[src/rtl/padder_pipe.sv]
// padder_pipe: pipelined prefix adder/subtractor with valid/ready flow control.
// Define PADDER_PIPE_ZERO_DETECT_EN to build the registered zero flag.
module padder_pipe #(
  parameter int WIDTH  = 11,
  parameter int STAGES = 2
) (
  input  logic             clk,
  input  logic             rst_n,
  input  logic             in_valid,
  output logic             in_ready,
  input  logic [WIDTH-1:0] a,
  input  logic [WIDTH-1:0] b,
  input  logic             sub,
  input  logic             cin,
  output logic             out_valid,
  input  logic             out_ready,
  output logic [WIDTH-1:0] s,
  output logic             cout,
  output logic             ovf,
  output logic             zero
);

  // Position 0 carries c0 (the G[-1] slot); position i+1 is operand bit i.
  localparam int N = WIDTH + 1;
  localparam int L = $clog2(N);

  function automatic logic [2*N-1:0] pg_lvl(
    input logic [N-1:0] g_i,
    input logic [N-1:0] p_i,
    input int           lo,
    input int           hi
  );
    logic [N-1:0] g, p, gn, pn;
    g = g_i;
    p = p_i;
    for (int l = 0; l < L; l++) begin
      if (l >= lo && l < hi) begin
        gn = g;
        pn = p;
        for (int i = 0; i < N; i++) begin
          if (i >= (1 << l)) begin
            gn[i] = g[i] | (p[i] & g[i-(1<<l)]);
            pn[i] = p[i] & p[i-(1<<l)];
          end
        end
        g = gn;
        p = pn;
      end
    end
    return {g, p};
  endfunction

  function automatic logic [N-1:0] g_lvl(
    input logic [N-1:0] g_i,
    input logic [N-1:0] p_i,
    input int           lo,
    input int           hi
  );
    logic [N-1:0] g, p, gn, pn;
    g = g_i;
    p = p_i;
    for (int l = 0; l < L; l++) begin
      if (l >= lo && l < hi) begin
        gn = g;
        pn = p;
        for (int i = 0; i < N; i++) begin
          if (i >= (1 << l)) begin
            gn[i] = g[i] | (p[i] & g[i-(1<<l)]);
            pn[i] = p[i] & p[i-(1<<l)];
          end
        end
        g = gn;
        p = pn;
      end
    end
    return g;
  endfunction

  logic [STAGES-1:0] r_v;
  logic [STAGES-1:0] w_ld;
  logic [STAGES-1:0] w_up;
  logic [STAGES-1:0] w_en;
  logic [WIDTH-1:0]  w_beff;

  logic [N-1:0]     w_g [STAGES];
  logic [N-1:0]     w_p [STAGES];
  logic [WIDTH-1:0] w_a [STAGES];
  logic [WIDTH-1:0] w_b [STAGES];

  logic [WIDTH-1:0] r_s;
  logic             r_cout;
  logic             r_ovf;

  assign w_beff = b ^ {WIDTH{sub}};

  assign w_g[0] = {a & w_beff, cin ^ sub};
  assign w_p[0] = {a | w_beff, 1'b0};
  assign w_a[0] = a;
  assign w_b[0] = w_beff;

  if (STAGES > 1) begin : g_up
    assign w_up = {r_v[STAGES-2:0], in_valid};
  end else begin : g_up1
    assign w_up = in_valid;
  end

  // A slice loads when empty or when its contents move on downstream.
  always_comb begin
    logic nx;
    nx = out_ready;
    w_ld = '0;
    for (int k = STAGES - 1; k >= 0; k--) begin
      w_ld[k] = !r_v[k] || nx;
      nx = w_ld[k];
    end
  end

  assign w_en      = w_ld & w_up;
  assign in_ready  = w_ld[0];
  assign out_valid = r_v[STAGES-1];

  // Slice valid bits; bubbles are overwritten as they collapse.
  always_ff @(posedge clk or negedge rst_n) begin
    if (!rst_n) begin
      r_v <= '0;
    end else begin
      for (int k = 0; k < STAGES; k++) begin
        if (w_ld[k]) r_v[k] <= w_up[k];
      end
    end
  end

`ifdef PADDER_PIPE_ZERO_DETECT_EN
  logic r_zero;
  assign zero = r_zero;
`else
  assign zero = 1'b0;
`endif

  for (genvar k = 0; k < STAGES; k++) begin : g_sl
    localparam int LO = k * L / STAGES;
    localparam int HI = (k + 1) * L / STAGES;

    if (k < STAGES - 1) begin : g_mid
      logic [2*N-1:0]   w_pg;
      logic [N-1:0]     r_g;
      logic [N-1:0]     r_p;
      logic [WIDTH-1:0] r_a;
      logic [WIDTH-1:0] r_b;

      assign w_pg = pg_lvl(w_g[k], w_p[k], LO, HI);

      // Partial prefix state and operands handed to the next slice.
      always_ff @(posedge clk or negedge rst_n) begin
        if (!rst_n) begin
          r_g <= '0;
          r_p <= '0;
          r_a <= '0;
          r_b <= '0;
        end else if (w_en[k]) begin
          r_g <= w_pg[2*N-1:N];
          r_p <= w_pg[N-1:0];
          r_a <= w_a[k];
          r_b <= w_b[k];
        end
      end

      assign w_g[k+1] = r_g;
      assign w_p[k+1] = r_p;
      assign w_a[k+1] = r_a;
      assign w_b[k+1] = r_b;
    end else begin : g_last
      logic [N-1:0]     w_c;
      logic [WIDTH-1:0] w_s;

      assign w_c = g_lvl(w_g[k], w_p[k], LO, HI);
      assign w_s = w_a[k] ^ w_b[k] ^ w_c[WIDTH-1:0];

      // Final sum and flags, held while the consumer stalls.
      always_ff @(posedge clk or negedge rst_n) begin
        if (!rst_n) begin
          r_s    <= '0;
          r_cout <= 1'b0;
          r_ovf  <= 1'b0;
`ifdef PADDER_PIPE_ZERO_DETECT_EN
          r_zero <= 1'b0;
`endif
        end else if (w_en[k]) begin
          r_s    <= w_s;
          r_cout <= w_c[WIDTH];
          r_ovf  <= (w_a[k][WIDTH-1] == w_b[k][WIDTH-1]) &&
                    (w_s[WIDTH-1] != w_a[k][WIDTH-1]);
`ifdef PADDER_PIPE_ZERO_DETECT_EN
          r_zero <= ~|w_s;
`endif
        end
      end
    end
  end

  assign s    = r_s;
  assign cout = r_cout;
  assign ovf  = r_ovf;

endmodule

[config.mk]
export PLATFORM = sky130hd
export DESIGN_NAME = padder_pipe
export DESIGN_NICKNAME = d
export VERILOG_FILES = /design/src/rtl/padder_pipe.sv
export SDC_FILE = /design/constraint.sdc
export NUM_CORES = 1
export LEC_CHECK = 0
export CAP_MARGIN = 5
export CORE_ASPECT_RATIO = 1.5
export CORE_MARGIN = 3
export CORE_UTILIZATION = 50
export CTS_CLUSTER_SIZE = 10
export DETAILED_ROUTE_END_ITERATION = 7
export PLACE_DENSITY = 0.76
export SETUP_SLACK_MARGIN = 0.15
export SYNTH_ARGS = -nofsm -noshare
export SYNTH_HDL_FRONTEND = slang
export SYNTH_SLANG_ARGS = --single-unit
[constraint.sdc]
create_clock -name clk -period 1.3 [get_ports clk]
set_input_delay 0.26 -clock clk [delete_from_list [all_inputs] [get_ports clk]]
set_output_delay 0.26 -clock clk [all_outputs]
set_load 0.01 [all_outputs]
### Yosys cells after proc, flatten, opt, wreduce, memory -nomap -nowiden

Index checks and enable logic that the tools add are counted.

| storage, ports and cells | value |
|---|---|
| output and inout port bits | 16 |
| word-level logic and storage cells | 111 |
| register bits | 57 |

| cells by class | value |
|---|---|
| reductions and logical operators | 5 |
| equal/unequal tests | 2 |
| bitwise gates (word level) | 95 |

Operators by type and width:

| cell | count |
|---|---|
| bitwise AND 1 bit | 55 |
| OR 1 bit | 33 |
| bitwise XOR 11 bit | 3 |
| bitwise AND 11 bit | 1 |
| OR 11 bit | 1 |
| bitwise AND 2 bit | 1 |
| logical NOT 1 bit | 2 |
| logical OR 1 bit | 2 |
| == test 1 bit | 1 |
| logical AND 1 bit | 1 |
| inequality test 1 bit | 1 |
| bitwise XOR 1 bit | 1 |

### Logic depth before layout (Yosys ltp)

Gate-level depths: netlist of the first run.

| logic depth | value |
|---|---|
| word-level depth | 6 |
| depth in mapped cells | 7 |

### Least setup slack after synthesis of the first run

OpenSTA, ideal clock, no wires.

| path | value |
|---|---|
| kind | register to register |
| start | reg r_v[1] |
| end | reg g_sl[0].g_mid.r_g[2] |
| arrival | 1.278 ns |
| buffers on the path | 2 |
| cell stages (with the launch flop) | 7 |
| slack | -0.060 ns |
| cells stage by stage | dfrtp_1 > nand3b_2 > and2_1 > clkbuf_4 > clkbuf_1 > nor2_1 > a31oi_1 |

| between the ends | value |
|---|---|
| cells in the longest elaborated chain, start to end | 4 |

RTL lines:

| item | line | source |
|---|---|---|
| start: declaration | 79 | `logic [STAGES-1:0] r_v;` |
| start signal: indexed assignment | 128 | `if (w_ld[k]) r_v[k] <= w_up[k];` |
| logical NOT 1 bit | 113 | `w_ld[k] = !r_v[k] \|\| nx;` |
| logical OR 1 bit (2 in series) | 113 |  |
| via in_ready | 10 | `output logic in_ready,` |
| bitwise AND 2 bit | 118 | `assign w_en = w_ld & w_up;` |
| end signal: assignment | 161 | `r_g <= w_pg[2*N-1:N];` |
| end: declaration | 146 | `logic [N-1:0] r_g;` |

The timed path passes the listed nets, and every way through them passes these cells.
A chain may end at the register's enable or synchronous reset.

### Worst setup path after layout of the first run

| path | value |
|---|---|
| start | reg r_v[0] |
| end | reg g_sl[0].g_mid.r_g[11] |

| between the ends | value |
|---|---|
| cells in the longest elaborated chain, start to end | 3 |

RTL lines:

| item | line |
|---|---|
| logical NOT 1 bit | 113 |
| logical OR 1 bit | 113 |
| bitwise AND 2 bit | 118 |

Every way passes these cells.

==> summary.md, run 1 <==
| Metric | Value |
|---|---|
| Outcome | `complete, no violations` |
| WL final | `8610 µm` |
| Critical path data arrival time | `1.51 ns` |
| Port Buffers | `42` |
| Final Skew | `0.00433 ns` |
| Die Height | `106 µm` |
| Post-DP HPWL | `5970 µm` |
| Worst Path Max Fanout | `7` |
| Lkg Pwr | `between 2 and 2.5 nW` |
| Area delta synth->final | `39.3%` |
| Period utilization | `0.998` |
| Post-detailed-route via-to-cell ratio | `5.55` |
| CP Cell Sequence | `nand3b_4 -> buf_6 -> and2_4 -> buf_6 -> o21a_1` |
| Seq/Total Area, Yosys | `0.429` |
| CTS Sinks | `between 50 and 60` |
| CTS HTree Levels | `3` |
| Core Area | `0.00631 mm²` |
| Delay of the slowest cell on the worst path | `0.41 ns` |
| Adder-cell share of the synthesized area | `0.00338` |
| Placed cell count | `549` |
| Data required time of the worst path | `1.51 ns` |
| Cell family with most CP delay | `flip-flops` |
| Pre-CTS setup slack | `-0.581 ns` |
| Pins over their slew limit | `0` |
| RSZ-0062 raised after global routing | `yes` |
| WL/cell | `about 15 µm` |
| # rows | `35` |
| Die extent in x | `72.6 µm` |
| Pwr Density | `1220 mW/mm²` |
| Root buffer cell | `clkbuf_8` |
| Crit Path Category | `flip-flop to flip-flop` |
| Gr usage total | `0.228` |
| Clock-pin slew on the worst setup and hold paths | `0.06 ns` |
| Final Non-Filler Cells | `~570` |
| Main combinational cell family by area after synthesis | `compound AO/OA/AOI/OAI gates` |
| Vias in the first global route | `3110` |
| Fraction of layout cells with a size suffix above 1 | `0.342` |
| Number of flops mapped to enable cells by yosys | `0` |
| Post-route ant nets | `0` |
| Ys async rst share | `1.00` |
| Bufs on Longest Clock Path | `2` |
| Compound-Gate Fraction of Synth Area | `0.198` |
| CP endpoint kind | `flip-flop` |
| Max Cap Viol | `0` |
| CTS tree | `yes` |
| Post-synthesis simple-gate area fraction | `0.197` |
| CP max stage cell | `dfrtp_1` |
| First-pass GRT wire length | `13900 µm` |
| Post-synthesis mux area share | `0.0135` |
| Reg area | `between 0.001 and 0.0015 mm²` |
| Mean Syn Cell Area | `8.58 µm²` |
| Final Hold Viols | `0` |
| Hold Crit Class | `input pin to flip-flop` |
| Xor/xnor share of the synthesized area | `0.0895` |
| Maximum VDD drop | `between 0.5 and 0.6 mV` |
| GR Overflow Total | `0` |
| Startpoint Class | `flip-flop` |
| R2r worst-path depth | `5` |
| GPL Wtd Cong | `~0.84` |
| DRT iter0 DRCs | `approximately 190` |
| Worst setup margin | `around 0.0032 ns` |
| # IOs | `44` |
| Final setup TNS | `0 ns` |
| Via count | `3153` |
| Diodes inserted | `0` |
| Fmax | `771 MHz` |
| Worst path depth | `5` |
| Mapped Cells | `388` |
| Worst hold path stage count | `3` |
| Syn nets | `416` |
| Synth Cell Area | `roughly 0.0033 mm²` |
| Largest net degree at the start of global routing | `slightly below 60` |
| Cell mode on critical path | `buf_6` |
| Yosys reg bits | `57` |
| Min cycle time layout | `about 1.3 ns` |
| Yosys warnings | `0` |
| Final setup viols | `0` |
| First-pass DRT Iterations | `4` |
| CTS Buf Count | `9` |
| Power, Total | `5.64 mW` |
| Fillcell total | `467` |
| Worst skew pair latency | `around 0.32 ns` |
| Library cells used by synthesis | `47` |
| Top_reg_cell synth | `dfrtp_1` |
| Worst Path Buf+Inv | `2` |
| Initial antenna violation count | `0` |
| Drt drc | `0` |
| Die area | `0.00769 mm²` |
| Fin nets | `521` |
| Area of the multi-input gates | `just under 0.002 mm²` |
| Initial core utilization | `0.528` |
[power breakdown]
part / internal, mW / switching (mW)
clock network: 0.748 / 0.606
registers: 2.15 / 0.233
logic: 0.948 / 0.957
total: 3.84 / 1.80
[synthesized netlist by cell type (2+ instances only)]
library cell	instances	area, µm²
a21oi_1	18	90.1
xor2_1	6	52.6
buf_2	6	30.0
o21ai_1	2	10.0
nor2_1	18	67.6
nand2_1	78	293
a32o_1	2	20.0
dfrtp_1	57	1430
nor3_1	9	45.0
nand3b_1	3	22.5
clkbuf_1	17	63.8
o21ai_0	37	185
nor2b_1	6	37.5
a21o_1	5	37.5
o221ai_1	6	52.6
buf_6	3	33.8
o21a_1	3	22.5
o21bai_1	2	15.0
and3_1	2	12.5
nand2b_1	13	81.3
inv_1	8	30.0
nand3_1	4	20.0
buf_4	5	37.5
and2_1	2	12.5
o22ai_1	2	12.5
o31ai_1	5	37.5
a31oi_1	17	106
a221oi_1	2	17.5
mux2_2	4	45.0
clkbuf_8	2	27.5
xnor2_1	28	245
[registers in the layout, indices dropped and copies added, names as in the netlist]
| signal | cells |
|---|---|
| g_sl.g_mid.r_b | 11 |
| g_sl.g_mid.r_a | 11 |
| g_sl.g_mid.r_g | 12 |
| cout | 1 |
| s | 11 |
| g_sl.g_mid.r_p | 8 |
| ovf | 1 |
| r_v | 2 |
[final cells by class]
cell class              count  share of cell area
flip-flops and latches     57               0.308
multi-input cells         290               0.415
inverters                   8             0.00648
well taps                  74              0.0200
clock inverters             1             0.00108
clock buffers              11              0.0326
repair buffers            127               0.217
[cells by family after synthesis]
group           count (synthesis)
compound gates                107
xor+xnor                       34
fa+ha+maj                       1
buf+inv                        42
flops                          57
mux                             4
other cells                     1
simple gates                  142
[metal layers]
layer / share of wire / track usage / up-vias
li1: - / - / 1533
met1: 0.39 / 0.264 / 1528
met2: 0.54 / 0.413 / 78
met3: 0.047 / 0.0464 / 14
met4: 0.016 / 0.0686 / 0
met5: 0 / 0 / -
[stage by stage]
step | utilization | area (µm²) | hold WS, ns
5_1_grt | 0.735 | 4640 | 0.399
2_1_floorplan | - | 3450 | -0.0356
3_3_place_gp | 0.681 | 4290 | 0.280
3_5_place_dp | 0.681 | 4290 | 0.282
4_1_cts | 0.720 | 4540 | 0.384
6_report | 0.735 | 4640 | 0.382
[what timing repair did]
action                                  in CTS  in global routing
setup buffers                                4                  1
pin swaps                                   19                  9
resized for setup                          131                 21
hold buffers                                 1                  0
gates cloned                                 1                  0
endpoints found under the setup margin      55                 57
endpoints found under the hold margin       57                  0
[worst min-delay path, delay by kind of cell]
family                 cells  cell delay [ns]
buffers and inverters      1             0.21
AND/OR/NAND/NOR            2             0.20
[layout by cell type (no fill, tap or decap), types with 7 or more instances in the layout]
cell	instances
nand2_2	9
o21ai_1	8
nor3_1	7
buf_6	8
buf_4	74
nor2_1	14
nand2b_1	12
a21oi_1	13
nand2_1	66
a31oi_1	13
dfrtp_1	57
clkbuf_8	11
dlygate4sd2_1	22
o21ai_0	27
xnor2_1	27
buf_2	17
inv_1	7
[path summary, 6_finish.rpt]
check / from / to / slack (ns)
worst max-delay path: r_v[0] / g_sl[0].g_mid.r_g[11] / 0.003
worst min-delay path: out_ready / r_v[1] / 0.38
worst max register to register: r_v[0] / g_sl[0].g_mid.r_g[11] / 0.003
worst min register to register: g_sl[0].g_mid.r_p[11] / g_sl[0].g_mid.r_p[11] / 0.47
max in group asynchronous: rst_n / s[9] / 0.59
min in group asynchronous: rst_n / g_sl[0].g_mid.r_a[1] / 0.46
(Power assumes the default switching activity.)
==> inputs of run 2 (changes only) <==
CAP_MARGIN = default   (was 5)
CTS_CLUSTER_SIZE = 30   (was 10)
==> results of run 2 <==
The final DEF is identical to that of run 1; final timing and power are the same.
